===== src/rtl/alu_seq_pkg.sv =====
// Shared types and constants for the ALU sequencer: state encoding, opcode class boundaries, defaults.
// Optional write-back phase is enabled by defining ALU_SEQ_WB_EN.
package alu_seq_pkg;

    typedef enum logic [1:0] {
        ST_FETCH  = 2'd0,
        ST_DECODE = 2'd1,
        ST_EXEC   = 2'd2,
        ST_WB     = 2'd3
    } state_t;

    localparam int MUL_CYC_DEFAULT = 4;
    localparam int OPW_DEFAULT     = 4;
    localparam int CTR_W           = 4;

    localparam logic [3:0] OP_MULTI_BASE   = 4'h8;
    localparam logic [3:0] OP_ILLEGAL_BASE = 4'hC;

`ifdef ALU_SEQ_WB_EN
    localparam int NUM_PHASES = 4;
`else
    localparam int NUM_PHASES = 3;
`endif

    // The counter runs down to zero, so an N-cycle execute phase loads N-1.
    function automatic logic [CTR_W-1:0] exec_load_val(input logic multi, input int mul_cyc);
        return multi ? CTR_W'(mul_cyc - 1) : '0;
    endfunction

endpackage


===== src/rtl/alu_seq_exec_ctr.sv =====
// Execute-phase down-counter: load, decrement, hold; last_o flags the final execute cycle.
module alu_seq_exec_ctr
    import alu_seq_pkg::*;
(
    input  logic             clk,
    input  logic             rst,
    input  logic             load_i,
    input  logic [CTR_W-1:0] load_val_i,
    input  logic             dec_i,
    output logic [CTR_W-1:0] count_o,
    output logic             last_o
);

    logic [CTR_W-1:0] count_q;
    logic [CTR_W-1:0] count_d;

    always_comb begin
        count_d = count_q;
        if (load_i) begin
            count_d = load_val_i;
        end else if (dec_i && (count_q != '0)) begin
            count_d = count_q - 1'b1;
        end
    end

    always_ff @(posedge clk) begin
        if (rst) begin
            count_q <= '0;
        end else begin
            count_q <= count_d;
        end
    end

    assign count_o = count_q;
    assign last_o  = (count_q == '0);

endmodule


===== src/rtl/alu_sequencer.sv =====
// Fetch/decode/execute sequencer driving ALU select, start and write-enable strobes.
// Define ALU_SEQ_WB_EN to add a one-cycle write-back phase (state WB, output w).
module alu_sequencer
    import alu_seq_pkg::*;
#(
    parameter int MUL_CYC = MUL_CYC_DEFAULT,
    parameter int OPW     = OPW_DEFAULT
) (
    input  logic           clk,
    input  logic           rst,
    input  logic           instr_valid,
    input  logic [OPW-1:0] instr_op,
    input  logic           hold,
    output logic           instr_ready,
    output logic           f,
    output logic           d,
    output logic           e,
`ifdef ALU_SEQ_WB_EN
    output logic           w,
`endif
    output logic [OPW-1:0] alu_sel,
    output logic           alu_start,
    output logic           reg_we,
    output logic           err,
    output logic           busy
);

    state_t           state_q;
    logic [OPW-1:0]   alu_sel_q;
    logic             started_q;

    logic             advance;
    logic             op_illegal;
    logic             op_multi;
    logic             ctr_load;
    logic             ctr_dec;
    logic             ctr_last;
    logic [CTR_W-1:0] ctr_load_val;
    logic [CTR_W-1:0] ctr_count;
    logic [NUM_PHASES-1:0] phase_vec;

    // Pulses and state moves only happen in cycles that are neither held nor in reset.
    assign advance    = !hold && !rst;
    assign op_illegal = (alu_sel_q >= OPW'(OP_ILLEGAL_BASE));
    assign op_multi   = (alu_sel_q >= OPW'(OP_MULTI_BASE)) && !op_illegal;

    genvar gi;
    generate
        for (gi = 0; gi < NUM_PHASES; gi++) begin : g_phase
            assign phase_vec[gi] = (state_q == state_t'(gi));
        end
    endgenerate

    assign f = phase_vec[ST_FETCH];
    assign d = phase_vec[ST_DECODE];
    assign e = phase_vec[ST_EXEC];
`ifdef ALU_SEQ_WB_EN
    assign w = phase_vec[ST_WB];
`endif

    assign ctr_load     = d && advance && !op_illegal;
    assign ctr_dec      = e && advance && !ctr_last;
    assign ctr_load_val = exec_load_val(op_multi, MUL_CYC);

    alu_seq_exec_ctr u_exec_ctr (
        .clk        (clk),
        .rst        (rst),
        .load_i     (ctr_load),
        .load_val_i (ctr_load_val),
        .dec_i      (ctr_dec),
        .count_o    (ctr_count),
        .last_o     (ctr_last)
    );

    assign instr_ready = f && advance;
    assign busy        = !f;
    assign alu_sel     = alu_sel_q;
    assign err         = d && op_illegal && advance;
    // started_q keeps alu_start to one pulse even when the first execute cycle is held.
    assign alu_start   = e && !started_q && advance;
`ifdef ALU_SEQ_WB_EN
    assign reg_we      = w && advance;
`else
    assign reg_we      = e && ctr_last && advance;
`endif

    always_ff @(posedge clk) begin
        if (rst) begin
            state_q   <= ST_FETCH;
            alu_sel_q <= '0;
            started_q <= 1'b0;
        end else if (!hold) begin
            case (state_q)
                ST_FETCH: begin
                    if (instr_valid) begin
                        alu_sel_q <= instr_op;
                        state_q   <= ST_DECODE;
                    end
                end
                ST_DECODE: begin
                    started_q <= 1'b0;
                    state_q   <= op_illegal ? ST_FETCH : ST_EXEC;
                end
                ST_EXEC: begin
                    started_q <= 1'b1;
                    if (ctr_last) begin
`ifdef ALU_SEQ_WB_EN
                        state_q <= ST_WB;
`else
                        state_q <= ST_FETCH;
`endif
                    end
                end
                default: begin
                    state_q <= ST_FETCH;
                end
            endcase
        end
    end

    logic unused_ok;
    assign unused_ok = ^ctr_count;

endmodule


===== config.mk =====
export PLATFORM = sky130hd
export DESIGN_NAME = alu_sequencer
export DESIGN_NICKNAME = d
export VERILOG_FILES = /design/src/rtl/alu_seq_pkg.sv /design/src/rtl/alu_seq_exec_ctr.sv /design/src/rtl/alu_sequencer.sv
export SDC_FILE = /design/constraint.sdc
export NUM_CORES = 1
export LEC_CHECK = 0
export CORE_AREA = 2 2 41 43
export CTS_CLUSTER_SIZE = 14
export DETAILED_ROUTE_END_ITERATION = 10
export DIE_AREA = 0 0 43 45
export PLACE_DENSITY_LB_ADDON = 0.3
export RECOVER_POWER = 50
export SLEW_MARGIN = 40
export SYNTH_ARGS = -nofsm -noshare
export SYNTH_HDL_FRONTEND = slang
export SYNTH_HIERARCHICAL = 1
export SYNTH_SLANG_ARGS = --single-unit

===== constraint.sdc =====
create_clock -name clk -period 3.57 [get_ports clk]
set_input_delay 0.357 -clock clk [delete_from_list [all_inputs] [get_ports clk]]
set_output_delay 0.357 -clock clk [all_outputs]
set_load 0.01 [all_outputs]

# Word-level counts from Yosys, hierarchy flattened
# Index checks and enable logic that the tools add are counted.
# Widths: inputs -> output; s select.
# op_classes
addsub	1
order_cmp	2
n_eq_ne	4
n_mux	8
bitwise_logic	1
reduce_logical	28
# op_table
op	count
$logic_and 1x1->1	14
$ge 4x4->1 const B	2
$mux 2	4
$mux 4	2
$logic_not 1->1	6
$pmux 2 s3	1
$reduce_and 3->1	2
$logic_not 4->1	1
$reduce_bool 2->1	2
$reduce_bool 4->1	1
$sub 4x1->4 const B	1
$eq 2x1->1 const B	1
$eq 2x2->1 const B	1
$logic_not 2->1	1
$ne 2x1->1 const B	1
$ne 2x2->1 const B	1
$pmux 1 s2	1
$reduce_and 2->1	1
$not 1->1	1
# totals
register_bits	11
input_bits	8
out_inout_bits	12
elab_cells	48

# Depth between registers and ports, before layout
# depth
word_depth	7
mapped_depth	8
depth_no_buf	8

# Modules after synthesis
# The synthesis kept the hierarchy.
# by_module_without_submodules
mod	n_inst	cells_per_inst	area_per_inst_um2	seq_area_each_um2
alu_sequencer	1	47	417.9	140.1
alu_seq_exec_ctr	1	29	262.8	80.1

# Least setup slack after synthesis
# Ideal clock, no wire load.
# synth_timing
kind	reg2reg
start	reg u_exec_ctr.count_q[1], in the netlist u_exec_ctr/count_o[1]
end	reg u_exec_ctr.count_q[3], in the netlist u_exec_ctr/count_o[3]
setup_time_ps	126
arrival_ps	1821
t_required_ps	3444
setup_slack_ps	1623
stages_incl_launch_ff	9
path_cell_list	dfxtp_1 -> inv_1 -> ha_1 -> or3b_4 -> inv_1 -> nor2_1 -> nor4b_2 -> mux2i_1 -> a211oi_1
# synth_via
elab_chain_cells	5
# synth_rtl
element	line	rtl
start: declaration	alu_seq_exec_ctr.sv:14	logic [CTR_W-1:0] count_q;
start signal: assignment	alu_seq_exec_ctr.sv:30	count_q <= count_d;
$logic_not 4->1	alu_seq_exec_ctr.sv:35	assign last_o = (count_q == '0);
named net ctr_last	alu_sequencer.sv:37	logic ctr_last;
$logic_not 1->1	alu_sequencer.sv:62	assign ctr_dec = e && advance && !ctr_last;
$logic_and 1x1->1	alu_sequencer.sv:62	
named net ctr_dec	alu_sequencer.sv:36	logic ctr_dec;
$logic_and 1x1->1	alu_seq_exec_ctr.sv:21	end else if (dec_i && (count_q != '0)) begin
$reduce_bool 2->1 (no line)	-	
# The timed path passes the listed nets, and every way through them passes these cells. The select of a mux whose other input is x is not followed.
# A chain may end at the register's enable or synchronous reset.

# Final worst setup path
# layout_timing
start	reg u_exec_ctr.count_q[1], in the netlist u_exec_ctr/count_o[1]
end	out reg_we
# layout_via
elab_chain_cells	3
# layout_rtl
element	line	rtl
$logic_not 4->1	alu_seq_exec_ctr.sv:35	
named net ctr_last	alu_sequencer.sv:37	
$logic_and 1x1->1 (2 in series)	alu_sequencer.sv:84	assign reg_we = e && ctr_last && advance;
end: declaration	alu_sequencer.sv:23	output logic reg_we,
# The timed path passes the listed nets, and every way through them passes these cells.

==> out/qor.yml <==
detail_route.wl_per_cell_um: 12.5
cts_root_buffer: "clkbuf_4"
die_width_um: 43
grt_busiest_layer: "met2"
hold_viol: 0
drt_iter0_drc: 16
post_cts_resized: 0
dieArea_mm2: 0.00194
netlist_area_um2: 681
path_common_cell: "inv_1"
p_per_area_mw_per_mm2: 299
synth_cells: 76
cts_tree: "built"
crit_path_cell_trace: "inv_1 -> ha_1 -> or3b_1 -> inv_1 -> and3_1 -> clkdlybuf4s50_1"
ant_nets: 0
use_met1_pct: 20.6
fillers: 133
antenna_found_initial: 0
arrival_ns: 2.22
synth.area.top_cells: "dfxtp_1 32%, mux2i_1 10%, ha_1 9.2%"
multi_input_area_um2: 414
crit_family: "buffers and inverters"
grt.total_usage_pct: 17.0
setup_slack_ns: 0.992
dp_cells: 112
pre_cts_slack_ns: 1.16
cts_hold_buffers: 0
setup.worst_path.class: "reg2out"
use_met3_pct: 4.00
fp.dieH_um: 45
synth-seq-cells: 11
vias_per_cell: 5.26
nets: 114
seq_area_frac_synth_pct: 32.4
hold_class: "reg2reg"
finalSetupTns_ns: 0
num_io_pins: 20
dr.pass1.iters: 4
crit_buf_inv: 3
dr_total_vias: 610
start_util_pct: 46.3
drive_above_1_share_pct: 8.00
maxSlewViolCount: 0
cp_max_fo: 5
rows: 14
fin_skew_ns: 0.00264
final.period_utilization_pct: 72.2
n_antenna_cell: 0
clock_sinks: 11
clk_pin_slew_ns: 0.07
synth.distinct_cells: 27
synth.yosys.warnings: 6
gr-usage-met2_pct: 29.1
coreArea_mm2: 0.00147
layout.cells.non_filler: 116
syn_area_per_cell_um2: 8.96
post-route-min-period_ns: 2.58
cts.htree.levels: 1
netlist.area_leader.share_pct: 32.4
maxCapViolations: 0
area_growth_pct: 33.5
relSlewSlack_pct: 64.1
rsz0062_at_grt: "false"
status: "finished clean"
slowest_stage: "clkdlybuf4s50_1"
cp.required_ns: 3.21
post-route-util_pct: 61.7
numPortBuffers: 19
critPathLaunchType: "flop"
wl_um: 1450
cts_setup_buffers: 0
tightest_slew_ns: 0.536
setup_viol: 0
regArea_um2: 220
cts_buffers: 3
grt_pass1_wl_um: 2460
hpwl_um: 1150
cp-end-kind: "primary output"
p_leak_nw: 0.379
grt_max_degree: 17
fmax_mhz: 388
grt_overflow: 0
drc: 0
grt_pass1_vias: 596
cts_max_path_buffers: 2
gp_congestion: 0.739
clk_latency_ns: 0.26
max_stage_delay_ns: 0.53
fin_hold_ws_ns: 0.512
irDropWorstVdd_mv: 0.243
yosysTopAreaCell: "dfxtp_1"
-- path summary, 6_finish.rpt --
path              slack, ns                   from                     to  cells after the start
setup reg to reg       1.29  u_exec_ctr/count_o[1]  u_exec_ctr/count_o[3]                      8
setup / recovery       0.99  u_exec_ctr/count_o[1]                 reg_we                      6
hold / removal         0.51              started_q              started_q                      2
hold reg to reg        0.51              started_q              started_q                      2
-- final cells by class --
| cell class | instances | area share (%) |
|---|---|---|
| multi-input cells | 57 | 45.6 |
| flip-flops and latches | 11 | 24.2 |
| repair buffers | 20 | 21.8 |
| inverters | 8 | 3.31 |
| clock buffers | 4 | 2.89 |
| well taps | 16 | 2.20 |
-- cell usage in the layout, fill, tap and decap left out --
cell,count
a2111oi_4,1
a211oi_1,1
a21o_1,1
a21oi_1,1
a311o_1,1
a311oi_1,3
a31oi_1,1
and3_1,1
buf_4,1
clkbuf_1,1
clkbuf_4,3
clkdlybuf4s50_1,14
conb_1,2
dfxtp_1,11
dlygate4sd3_1,5
ha_1,5
inv_1,8
mux2i_1,7
nand2_1,6
nand2b_1,1
nand2b_2,1
nand3_1,1
nand3b_1,2
nand4b_1,1
nor2_1,14
nor2b_1,2
nor3_1,2
nor4b_2,1
o211ai_2,1
or3b_1,1
-- state kept, by name, summed over array words and instances (netlist names) --
name,cells
state_q,2
alu_sel,4
started_q,1
u_exec_ctr/count_o,4
-- per-stage QoR --
| step | instance area (um2) | total power [mW] |
|---|---|---|
| 2_1_floorplan | 684 | 0.167 |
| 3_3_place_gp | 897 | 0.194 |
| 3_5_place_dp | 897 | 0.196 |
| 4_1_cts | 923 | 0.277 |
| 5_1_grt | 908 | 0.290 |
| 6_report | 908 | 0.271 |
-- tightest hold or removal path: cells and delay by family (launching register included) --
kind,cells,cell delay [ns]
flops,1,0.33
mux,1,0.07
simple gates,1,0.08
-- metal layers --
| layer | share of wire (%) | wire length (um) |
|---|---|---|
| met5 | 0 | 0 |
| met4 | 1.2 | 17 |
| met3 | 3.1 | 45 |
| met2 | 48 | 700 |
| met1 | 47 | 684 |
-- where the power goes --
group	internal (mW)	switching (mW)	leakage (nW)	total (mW)
registers	0.128	0.00413	0.0894	0.132
logic	0.0300	0.0277	0.274	0.0577
clock network	0.0431	0.0388	0.0150	0.0819
total	0.201	0.0706	0.379	0.271
-- synthesized netlist by cell type (all sizes together) --
library cell and instances:
nand3 1, nor4b 1, a311oi 3, a2111oi 1, a311o 1, nand2b 2
dfxtp 11, a21oi 1, or3b 1, o211ai 1, nor2b 2, a21o 1
conb 1, mux2i 7, nand3b 2, buf 1, nand2 6, nor2 14
inv 8, nor3 2, a211oi 1, and3 1, nand4b 1, a31oi 1
ha 5
-- logic make-up after synthesis --
| kind of cell | share of synthesized area (%) |
|---|---|
| adder cells (fa/ha/maj) | 9.19 |
| other | 0.551 |
| buffers and inverters | 5.15 |
| AO/OA/AOI/OAI | 15.1 |
| flip-flops | 32.4 |
| AND/OR/NAND/NOR | 27.4 |
| multiplexers | 10.3 |
Power figures use the tool's default switching activity.
